[config.mk]
export PLATFORM = sky130hd
export DESIGN_NAME = dna_reader
export DESIGN_NICKNAME = d
export VERILOG_FILES = /design/src/rtl/dna_reader.sv
export SDC_FILE = /design/constraint.sdc
export NUM_CORES = 1
export LEC_CHECK = 0
export BUFFER_PORTS_ARGS = -buffer_cell sky130_fd_sc_hd__buf_4
export CORE_MARGIN = 2
export CORE_UTILIZATION = 40
export DETAILED_ROUTE_END_ITERATION = 6
export PLACE_DENSITY_LB_ADDON = 0.15
export SLEW_MARGIN = 0
export SYNTH_ARGS = -nofsm -noshare
export SYNTH_HDL_FRONTEND = slang
export SYNTH_SLANG_ARGS = --single-unit
[constraint.sdc]
create_clock -name clk -period 5.7 [get_ports clk]
set_clock_uncertainty 0.05 [all_clocks]
set_input_delay 0.855 -clock clk [delete_from_list [all_inputs] [get_ports clk]]
set_output_delay 0.855 -clock clk [all_outputs]
set_load 0.05 [all_outputs]
[src/rtl/dna_reader.sv]
// Reads the device DNA serial port once after reset and again on each start request
// issued once a read has completed. dna_value/dna_valid hold the last completed word.
module dna_reader #(
    parameter int DW  = 57,
    parameter int DIV = 4
) (
    input  logic          clk,
    input  logic          rst,
    input  logic          start,
    input  logic          dna_dout,
    output logic          dna_clk,
    output logic          dna_read,
    output logic          dna_shift,
    output logic [DW-1:0] dna_value,
    output logic          dna_valid,
    output logic          busy
);
    localparam int CW = (DIV > 1) ? $clog2(DIV) : 1;
    localparam int BW = $clog2(DW + 1);
    localparam logic [CW-1:0] CNT_MAX  = CW'(DIV - 1);
    localparam logic [BW-1:0] BIT_LAST = BW'(DW - 1);

    typedef enum logic [1:0] {IDLE, LOAD, SHIFT, DONE} state_t;

    state_t          state_q, state_d;
    logic            pending_q, pending_d;
    logic [CW-1:0]   cnt_q, cnt_d;
    logic            phase_q, phase_d;
    logic [BW-1:0]   bit_cnt_q, bit_cnt_d;
    logic [DW-1:0]   sreg_q, sreg_d;
    logic [DW-1:0]   value_q, value_d;
    logic            valid_q, valid_d;
    logic            dna_clk_q, dna_clk_d;
    logic            dna_read_q, dna_read_d;
    logic            dna_shift_q, dna_shift_d;
    logic            tick;

    always_comb begin
        state_d   = state_q;
        pending_d = pending_q;
        cnt_d     = cnt_q;
        phase_d   = phase_q;
        bit_cnt_d = bit_cnt_q;
        sreg_d    = sreg_q;
        value_d   = value_q;
        valid_d   = valid_q;
        tick      = (cnt_q == CNT_MAX);

        case (state_q)
            IDLE: begin
                cnt_d   = '0;
                phase_d = 1'b0;
                if (pending_q) begin
                    state_d   = LOAD;
                    pending_d = 1'b0;
                    bit_cnt_d = '0;
                end else if (start) begin
                    pending_d = 1'b1;
                end
            end
            LOAD: begin
                if (tick) begin
                    cnt_d = '0;
                    if (!phase_q) begin
                        phase_d = 1'b1;
                    end else begin
                        phase_d = 1'b0;
                        state_d = SHIFT;
                    end
                end else begin
                    cnt_d = cnt_q + CW'(1);
                end
            end
            SHIFT: begin
                if (tick) begin
                    cnt_d = '0;
                    if (!phase_q) begin
                        sreg_d    = {sreg_q[DW-2:0], dna_dout};
                        bit_cnt_d = bit_cnt_q + BW'(1);
                        // Last bit: finish on the low phase, no trailing dna_clk pulse.
                        if (bit_cnt_q == BIT_LAST) begin
                            state_d = DONE;
                            value_d = sreg_d;
                            valid_d = 1'b1;
                        end else begin
                            phase_d = 1'b1;
                        end
                    end else begin
                        phase_d = 1'b0;
                    end
                end else begin
                    cnt_d = cnt_q + CW'(1);
                end
            end
            DONE: begin
                cnt_d   = '0;
                phase_d = 1'b0;
                if (start) begin
                    state_d   = LOAD;
                    valid_d   = 1'b0;
                    bit_cnt_d = '0;
                end
            end
            default: state_d = IDLE;
        endcase

        // Port strobes are registered from the next-state view so they align with the FSM.
        dna_read_d  = (state_d == LOAD);
        dna_shift_d = (state_d == SHIFT);
        dna_clk_d   = ((state_d == LOAD) || (state_d == SHIFT)) && phase_d;
    end

    always_ff @(posedge clk) begin
        if (rst) begin
            state_q     <= IDLE;
            pending_q   <= 1'b1;
            cnt_q       <= '0;
            phase_q     <= 1'b0;
            bit_cnt_q   <= '0;
            value_q     <= '0;
            valid_q     <= 1'b0;
            dna_clk_q   <= 1'b0;
            dna_read_q  <= 1'b0;
            dna_shift_q <= 1'b0;
        end else begin
            state_q     <= state_d;
            pending_q   <= pending_d;
            cnt_q       <= cnt_d;
            phase_q     <= phase_d;
            bit_cnt_q   <= bit_cnt_d;
            value_q     <= value_d;
            valid_q     <= valid_d;
            dna_clk_q   <= dna_clk_d;
            dna_read_q  <= dna_read_d;
            dna_shift_q <= dna_shift_d;
        end
    end

    always_ff @(posedge clk) begin
        sreg_q <= sreg_d;
    end

    assign dna_clk   = dna_clk_q;
    assign dna_read  = dna_read_q;
    assign dna_shift = dna_shift_q;
    assign dna_value = value_q;
    assign dna_valid = valid_q;
    assign busy      = (state_q == LOAD) || (state_q == SHIFT);
endmodule

==> impl_metrics.tcl <==
set metrics [dict create \
    start_util 0.415 \
    synth_area_um2 4530 \
    synth_area_leaders "edfxtp_1 37%, dfxtp_1 32%, nand2_1 9.9%" \
    synthToLayoutAreaGrowth_pct 26.4 \
    clk_latency_ns 0.40 \
    grtUsageMet3 0.0412 \
    die_w_um 110 \
    yosysSeqAreaShare 0.693 \
    cts.path.max_buffers 2 \
    syn_nets 421 \
    ys_seq_elements 129 \
    post_cts_buffers 0 \
    clk_pin_slew_worst_paths_ns 0.05 \
    synth-edff-count 56 \
    cp_max_fo 57 \
    cts-buffers-inserted 17 \
    ant_nets 0 \
    tightest_slew_ns 1.17 \
    grt_pass1_vias 2818 \
    grt_pass1_wl_um 14100 \
    routed_via_density 4.90 \
    postSynthAreaPerCell_um2 11.2 \
    die_y_um 110 \
    setup_violations 0 \
    hold_violations 0 \
    placed_cell_area_um2 5130 \
    drive_above_1_share 0.226 \
    timing.hold.ws_ns 0.377 \
    relSlewSlack 0.219 \
    dr_total_vias 3053 \
    synthArstFlopShare 0 \
    hold_path_class "register to register" \
    io_pins 66 \
    critPathLaunchType "register" \
    yosysUniqueCellTypes 38 \
    power.total_mw 2.10 \
    status "complete, no violations" \
    yosysTopAreaCellShare 0.371 \
    routedWlPerCell_um 13.8 \
    post_cts_resized 0 \
    diodes 0 \
    cts.htree.levels 4 \
    synth_flop_cell "dfxtp_1" \
    rows 38 \
    layout_setup_ws_ns 2.13 \
    wirelength_um 8570 \
    slew_viol_final 0 \
    use_met1 0.190 \
    die_area_um2 12200 \
    drtIter0Drc 204 \
    cts_tree "done" \
    tns_ns 0 \
    pre_cts_ws_ns 2.11 \
    fmax_mhz 280 \
    drt_pass1_iterations 4 \
    core_um2 10900 \
    layout_commonest_cell "nand2_1" \
    place_congestion 0.779 \
    grt-ovfl-total 0 \
    end_kind "register" \
    cts-root-buf "clkbuf_16" \
    fin_util 0.524 \
    antenna_found_initial 0 \
    dpl.cell_count 591 \
    power_density_nw_per_um2 366 \
    io_buffers 65 \
    yosysWarnings 0 \
    nets 486 \
    final.period_utilization 0.626 \
    cts_sinks 129 \
    top_usage_layer "met2" \
    grt_start_max_net_pins 69 \
    synth_top_area_cell "edfxtp_1" \
    fin_cells 623 \
    final_cell_mix "120 x nand2_1, 73 x dfxtp_1, 66 x a21oi_1, 66 x buf_4, 56 x edfxtp_1" \
    drv_cap 0 \
    crit_arrival_ns 3.77 \
    rsz0062_at_grt "false" \
    p_leak_nw 2.08 \
    cts_hold_buf 0 \
    finish.instance_area_um2 5730 \
    ir_worst_vdd_uv 184 \
    path_class "register to register" \
    drc 0 \
    synthesis.instances 405 \
    grt_util_met2 0.216 \
    dpl.hpwl_um 5270 \
    cp.required_ns 5.90 \
    period_minus_slack_ns 3.57 \
    grt_usage 0.144 \
]
## cell usage after synthesis, types with 2 or more instances
| cell type | instances |
|---|---|
| ha_1 | 12 |
| nand3_1 | 3 |
| clkbuf_1 | 12 |
| or4_1 | 2 |
| o31ai_1 | 4 |
| nor2_1 | 5 |
| nor2b_1 | 3 |
| buf_2 | 3 |
| inv_1 | 10 |
| a21oi_1 | 66 |
| nand2_1 | 120 |
| or3_1 | 4 |
| edfxtp_1 | 56 |
| dfxtp_1 | 73 |
| o21ai_0 | 3 |
| and2b_2 | 2 |
| and2_1 | 2 |
| buf_1 | 5 |
## state kept, by name, summed over array words and instances, names as in the netlist
signal,flops
cnt_q,2
bit_cnt_q,6
dna_valid,1
dna_shift,1
dna_clk,1
dna_value,57
dna_read,1
phase_q,1
sreg_q,56
state_q,2
pending_q,1
## final cells by class
class                   count  area [um2]
fillers                   974        5210
flip-flops and latches    129        3140
multi-input cells         246        1280
repair buffers             66         495
clock buffers              18         439
well taps                 140         175
clock inverters            14         156
inverters                  10        37.5
## worst max-delay path, stage by stage (launching register included)
cell	delay, ns
dfxtp_1	0.37
inv_1	0.13
ha_1	0.38
and2_2	0.55
buf_4	0.50
nand3_2	0.96
nand2_1	0.33
a21oi_1	0.10
## power breakdown
group	switching [mW]	internal, mW	leakage (nW)	total, mW
clock	0.411	0.663	0.285	1.07
sequential	0.00475	0.962	1.07	0.967
combinational	0.0363	0.0201	0.720	0.0564
## metal layers
layer	routed length [um]	vias up
met5	0	-
met4	131	0
met3	300	10
met2	3920	58
met1	4230	1463
li1	-	1522
## logic make-up (layout without fill, tap and decap cells)
kind of cell / after synthesis / after routing / synth area share
adders and majority gates: 12 / 12 / 0.0331
xor gates and xnor gates: 1 / 1 / 0.00193
DFF: 129 / 129 / 0.693
and+or+nand+nor: 151 / 151 / 0.146
buffers and inverters: 30 / 108 / 0.0257
AOI/OAI and AO/OA: 82 / 82 / 0.100
## final timing paths
path              startpoint            end  slack (ns)  cells after the start
setup / recovery  state_q[0]  dna_value[51]        2.13                      7
hold reg to reg     cnt_q[0]       cnt_q[0]        0.38                      1
setup reg to reg  state_q[0]  dna_value[51]        2.13                      7
hold / removal      cnt_q[0]       cnt_q[0]        0.38                      1
No activity file was read; power rests on OpenSTA's default activity.
